`src/rtl/pkt_rx_buffer.sv`:
```
// Store-and-forward packet buffer: bytes are held until the packet's eop byte
// arrives, then released downstream. Packets longer than DEPTH are dropped.
module pkt_rx_buffer #(
   parameter int DATA_W = 8,
   parameter int DEPTH  = 16
) (
   input  logic                   clk,
   input  logic                   reset,
   input  logic                   in_valid,
   input  logic [DATA_W-1:0]      in_data,
   input  logic                   in_eop,
   output logic                   in_ready,
   output logic                   out_valid,
   output logic [DATA_W-1:0]      out_data,
   output logic                   out_sop,
   output logic                   out_eop,
   input  logic                   out_ready,
   output logic [$clog2(DEPTH):0] fill_level,
   output logic [$clog2(DEPTH):0] pkt_count,
   output logic                   err_oversize
);
   localparam int AW = $clog2(DEPTH);
   localparam int CW = AW + 1;
   localparam logic [AW:0] FULL = {1'b1, {AW{1'b0}}};

   typedef enum logic {ACCEPT, DISCARD} state_t;

   state_t            state_q, state_d;
   logic [DATA_W:0]   mem [DEPTH];
   logic [AW-1:0]     wr_ptr_q, wr_ptr_d;
   logic [AW-1:0]     rd_ptr_q, rd_ptr_d;
   logic [AW:0]       fill_q, fill_d;
   logic [AW:0]       pkt_q, pkt_d;
   logic              err_q, err_d;
   logic              sop_pend_q, sop_pend_d;
   logic              wr_en, pop, pkt_in, pkt_out, drop_all;

   assign in_ready     = (state_q == DISCARD) || (fill_q != FULL);
   assign out_valid    = (pkt_q != '0);
   assign {out_eop, out_data} = mem[rd_ptr_q];
   assign out_sop      = sop_pend_q && out_valid;
   assign fill_level   = fill_q;
   assign pkt_count    = pkt_q;
   assign err_oversize = err_q;

   assign wr_en   = (state_q == ACCEPT) && in_valid && in_ready;
   assign pop     = out_valid && out_ready;
   assign pkt_in  = wr_en && in_eop;
   assign pkt_out = pop && out_eop;
   // A full buffer with no complete packet holds one packet that can never fit.
   assign drop_all = (state_q == ACCEPT) && (fill_q == FULL) && (pkt_q == '0) && !pkt_in;

   always_comb begin
      state_d    = state_q;
      wr_ptr_d   = wr_ptr_q;
      rd_ptr_d   = rd_ptr_q;
      fill_d     = fill_q;
      pkt_d      = pkt_q;
      err_d      = err_q;
      sop_pend_d = sop_pend_q;

      if (wr_en) wr_ptr_d = wr_ptr_q + AW'(1);
      if (pop) begin
         rd_ptr_d   = rd_ptr_q + AW'(1);
         sop_pend_d = out_eop;
      end

      case ({wr_en, pop})
         2'b10:   fill_d = fill_q + CW'(1);
         2'b01:   fill_d = fill_q - CW'(1);
         default: fill_d = fill_q;
      endcase

      case ({pkt_in, pkt_out})
         2'b10:   pkt_d = pkt_q + CW'(1);
         2'b01:   pkt_d = pkt_q - CW'(1);
         default: pkt_d = pkt_q;
      endcase

      if (drop_all) begin
         wr_ptr_d = rd_ptr_q;
         fill_d   = '0;
         err_d    = 1'b1;
         state_d  = DISCARD;
      end

      // The eop of the dropped packet re-arms the buffer for the next packet.
      if ((state_q == DISCARD) && in_valid && in_eop) state_d = ACCEPT;
   end

   always_ff @(posedge clk) begin
      if (reset) begin
         state_q    <= ACCEPT;
         wr_ptr_q   <= '0;
         rd_ptr_q   <= '0;
         fill_q     <= '0;
         pkt_q      <= '0;
         err_q      <= 1'b0;
         sop_pend_q <= 1'b1;
      end else begin
         state_q    <= state_d;
         wr_ptr_q   <= wr_ptr_d;
         rd_ptr_q   <= rd_ptr_d;
         fill_q     <= fill_d;
         pkt_q      <= pkt_d;
         err_q      <= err_d;
         sop_pend_q <= sop_pend_d;
      end
   end

   always_ff @(posedge clk) begin
      if (wr_en) mem[wr_ptr_q] <= {in_eop, in_data};
   end

endmodule

```
`config.mk`:
```
export PLATFORM = sky130hd
export DESIGN_NAME = pkt_rx_buffer
export DESIGN_NICKNAME = d
export VERILOG_FILES = /design/src/rtl/pkt_rx_buffer.sv
export SDC_FILE = /design/constraint.sdc
export NUM_CORES = 1
export LEC_CHECK = 0
export ABC_CLOCK_PERIOD_IN_PS = 2700
export BUFFER_PORTS_ARGS = -buffer_cell sky130_fd_sc_hd__buf_2
export CAP_MARGIN = 20
export CORE_MARGIN = 2
export CORE_UTILIZATION = 55
export CTS_CLUSTER_DIAMETER = 30
export DETAILED_ROUTE_END_ITERATION = 10
export HOLD_SLACK_MARGIN = 0.06
export PLACE_DENSITY = 0.76
export SYNTH_ARGS = -nofsm -noshare
export SYNTH_HDL_FRONTEND = slang
export SYNTH_SLANG_ARGS = --single-unit
```
`constraint.sdc`:
```
create_clock -name clk -period 2.7 [get_ports clk]
set_input_delay 0.54 -clock clk [delete_from_list [all_inputs] [get_ports clk]]
set_output_delay 0.54 -clock clk [all_outputs]
set_load 0.01 [all_outputs]
```
# Word level (Yosys, flattened, before mapping)
# Memory sizes are Yosys's and may differ from the RTL's. A register that Yosys moved wholly into a read port is not among the register bits.
# Index checks and enable logic that the tools add are counted.
op_classes:
  n_addsub: 6
  n_mul: 0
  n_div: 0
  n_lt_le_gt_ge: 0
  n_eq_ne: 6
  n_shift: 0
  muxes: 8
  bitwise: 1
  reduce_logical: 20
op_table:
  columns: ["operator", "n"]
  rows:
  - ["$pmux 5 s2", 2]
  - ["$mux 4", 4]
  - ["$logic_and 1x1->1", 11]
  - ["$add 5x1->5 const B", 2]
  - ["$sub 5x1->5 const B", 2]
  - ["$add 4x1->4 const B", 2]
  - ["$reduce_bool 2->1", 3]
  - ["$eq 5x5->1 const B", 1]
  - ["$logic_not 5->1", 1]
  - ["$ne 5x5->1 const B", 1]
  - ["$reduce_bool 5->1", 1]
  - ["$eq 2x1->1 const B", 2]
  - ["$eq 2x2->1 const B", 2]
  - ["$reduce_or 2->1", 2]
  - ["$mux 1", 2]
  - ["$logic_not 1->1", 1]
  - ["$logic_or 1x1->1", 1]
  - ["$not 1->1", 1]
totals:
  regBits: 21
  latch_bits: 0
  mem_bits_rw: 144
  rom_bits: 0
  in_bits: 13
  output_inout_bits: 23
  memories: 1
memory_table:
  columns: ["name", "words", "word_bits", "read_ports", "rd_ports_with_merged_regs", "wr", "line", "source"]
  rows:
  - ["mem", 16, 9, 1, 1, 1, "29", "logic [DATA_W:0] mem [DEPTH];"]

# Logic depth before layout (Yosys ltp)
depth:
  ltp_word: 7
  ltp_mapped: 12
  ltp_nobuf: 12

# Worst setup path before layout
# No wires, ideal clock.
synth_path:
  path_kind: "register -> register"
  from: "register with a tool-made name"
  to: "register pkt_q[4], in the netlist pkt_count[4]"
  setup_time_ns: 0.070
  arrival_ns: 2.849
  required_time_ns: 2.630
  setup_slack_ns: -0.219
  stages_incl_launch_ff: 13
  synth_period_minus_slack_ns: 2.919
  cell_sequence: "dfxtp_1 -> buf_6 -> mux4_1 -> mux2i_1 -> mux2_4 -> nor2_2 -> ha_1 -> fa_1 -> a21o_1 -> a21oi_1 -> xor2_1 -> or3_1 -> a21oi_1"
synth_lines:
  columns: ["element", "line", "source"]
  rows:
  - ["end signal: assignment", "105", "pkt_q <= pkt_d;"]
  - ["end: declaration", "33", "logic [AW:0] pkt_q, pkt_d;"]

==> impl_metrics.csv <==
group,metric,value,unit
run_status,status,"finished, violations left",
run_status,violations,"setup timing",
cells_and_area,utilization,0.684,
worst_setup_path,cp.required,2160,ps
cts,cts_htree_levels,4,
cts,cts-root-buf,"clkbuf_16",
placed_design,portBuffers,35,
sta,post-route-min-period,2800,ps
route,first_pass_iters,5,
floorplan,dieArea,0.0134,sq mm
power_and_ir_drop,power.density,848,mW/mm^2
worst_hold_path,hp-class,"input port to flip-flop",
sta,grt_setup_unrepaired,"true",
grt,grt-ovfl-total,0,
route,vias,3783,
placed_design,gp_congestion,0.791,
route,antenna_left,0,
synth,ys_ff_latch,169,
cells_and_area,antenna_cells,0,
power_and_ir_drop,leakage,2.87,nW
route,drtIter0Drc,392,
placed_design,dp.final_hpwl,8.15,mm
synth,netlist_instances,372,
sta,max_freq,357,MHz
cts,cts_tree,"built",
synth,ys_warn_count,0,
worst_setup_path,start_kind,"flip-flop",
worst_setup_path,cp.arrival,2260,ps
cts,clkSlewWorstSetupHoldPaths,60,ps
floorplan,rows,40,
worst_setup_path,cp_slowest_stage_delay,550,ps
cts,worstSkewPairLatency,430,ps
synth,async_flop_share,0,
floorplan,start_util,0.569,
worst_setup_path,cp_slowest_cell,"mux4_2",
power_and_ir_drop,p_total,7.03,mW
sta,timing.final.crit_share,1.04,
worst_setup_path,crit_chain,"buf_4 > buf_12 > mux4_2 > mux4_2 > buf_6",
cells_and_area,drive_gt1_frac,0.377,
synth,synth-seq-area-share,0.700,
floorplan,die_x,116,microns
synth,syn_avg_cell_area,18.5,sq um
grt,antenna_found_initial,0,
synth,syn_nets,400,
sta,fin_skew,11.0,ps
worst_setup_path,path_common_cell,"mux4_2",
worst_setup_path,critPathKind,"flip-flop to primary output",
worst_hold_path,hold_depth,4,
route,vias_per_cell,5.93,
route,routed_wl,15.2,mm
grt,grt_usage,0.242,
floorplan,ios,36,
worst_setup_path,end_kind,"primary output",
sta,finalHoldViolCount,0,
cells_and_area,areaGrowthSynthToFinish,20.3,%
sta,setup_ws,-99.7,ps
synth,synth-edff-count,144,
sta,slew_headroom,0.771,
synth,netlist_area,0.00689,sq mm
sta,maxSlewViolCount,0,
cts,cts-buffers-inserted,17,
cts,cts_buffer_depth,2,
flow_run,maxCapViolCount,0,
route,routedWlPerCell,23.9,microns
sta,setup_tns,-527,ps
cells_and_area,num-nets-final,485,
power_and_ir_drop,peakVddDrop,0.728,mV
cells_and_area,fillers,804,
worst_setup_path,path_buf_inv,3,
grt,grt_pass1_wl,22.3,mm
worst_setup_path,crit_fanout,5,
worst_setup_path,crit_cells,5,
sta,setup_viol,8,
worst_setup_path,reg2reg_depth,11,
route,drcViolationCount,0,
synth,ys.flop_type,"edfxtp_1",
floorplan,core_area,0.0121,sq mm
grt,first_global_vias,3838,
synth,synth_cell_types,37,
floorplan,fp.dieH,116,microns
cts,clock_sinks,169,
sta,tightestPinTransition,343,ps
grt,grt_start_max_net_pins,25,
worst_setup_path,path_delay_family,"multiplexers",
## logic make-up after synthesis
| group | share of synthesized area |
|---|---|
| flops | 0.700 |
| fa+ha+maj | 0.0294 |
| simple gates | 0.0441 |
| xor+xnor | 0.0114 |
| buf+inv | 0.0272 |
| mux | 0.161 |
| compound gates | 0.0265 |
## timing repair
item                       in CTS  in global routing
pin swaps                       0                  1
resized for setup              22                 13
setup buffers                   7                  3
setup endpoints to repair      10                 12
gates cloned                    3                  1
hold buffers                    0                  0
## Yosys cell counts, drive strengths merged (3+ instances only)
library cell / number / area share
nor2b: 3 / 0.0027
edfxtp: 144 / 0.63
dfxtp: 25 / 0.073
nor3: 5 / 0.0036
xor2: 5 / 0.0064
xnor2: 4 / 0.0051
clkbuf: 11 / 0.010
ha: 13 / 0.024
mux2i: 6 / 0.0087
o21ai: 5 / 0.0036
inv: 14 / 0.0076
a21o: 3 / 0.0033
nand2: 15 / 0.0082
buf: 6 / 0.0093
a21oi: 16 / 0.012
mux4: 44 / 0.15
nor2: 31 / 0.017
## worst paths after layout
path,slack (ps),from,to
setup / recovery,-100,flip-flop,out_data[1]
hold reg to reg,480,err_oversize$_SDFFE_PP0P_,err_oversize$_SDFFE_PP0P_
hold / removal,430,in_valid,state_q$_SDFFE_PP0P_
setup reg to reg,10,flip-flop,pkt_count[4]$_SDFFE_PP0P_
## worst min-delay path: stages
cell     delay [ps]
buf_2           110
nand2_1          50
a21oi_1          50
nor2_1           70
## through the flow
step | setup slack, ps | instances | hold WS, ps | area [sq um]
final | -99.7 | 638 | 432 | 8280
after global routing | -133 | 638 | 479 | 8280
after CTS | -127 | 637 | 415 | 8250
after detailed placement | -79.5 | 595 | 453 | 7450
after global placement | 0.310 | 595 | 450 | 7450
after floorplan | 12.6 | 372 | 427 | 6900
## sequential cells by signal, summed over array words and instances (netlist names), named ones only
signal,count
state_q,1
rd_ptr_q,4
fill_level,5
wr_ptr_q,4
pkt_count,5
err_oversize,1
mem,144
sop_pend_q,1
## power breakdown
| part | switching [mW] | internal, mW | total, mW |
|---|---|---|---|
| sequential | 0.0778 | 2.95 | 3.03 |
| clock | 0.995 | 1.55 | 2.54 |
| combinational | 0.685 | 0.773 | 1.46 |
| total | 1.76 | 5.27 | 7.03 |
## layout by cell type, fill, tap and decap left out, types with 4 or more instances in the layout
master,instances
a21oi_1,13
clkinvlp_4,4
bufinv_16,4
dfxtp_1,22
nor3_1,5
nor2_1,30
nand2_1,15
buf_6,7
o21ai_0,4
buf_2,29
edfxtp_1,144
mux4_2,44
ha_1,11
clkbuf_16,18
mux2i_1,6
buf_4,41
xor2_1,5
xnor2_1,4
inv_1,13
## layout make-up
class / instances / area (sq um) / share of cell area
Clock buffer: 17 / 425 / 0.0514
Clock inverter: 15 / 200 / 0.0242
Inverter: 14 / 52.6 / 0.00634
Multi-Input combinational cell: 172 / 1890 / 0.228
Sequential cell: 169 / 4830 / 0.584
Tap cell: 168 / 210 / 0.0254
Timing Repair Buffer: 83 / 672 / 0.0811
## layer usage
| layer | part of all wire | GRT usage | wire [microns] |
|---|---|---|---|
| met1 | 0.39 | 0.298 | 5960 |
| met2 | 0.52 | 0.412 | 7920 |
| met3 | 0.063 | 0.0586 | 958 |
| met4 | 0.026 | 0.106 | 401 |
| met5 | 0 | 0 | 0 |
Power figures use the tool's default switching activity.
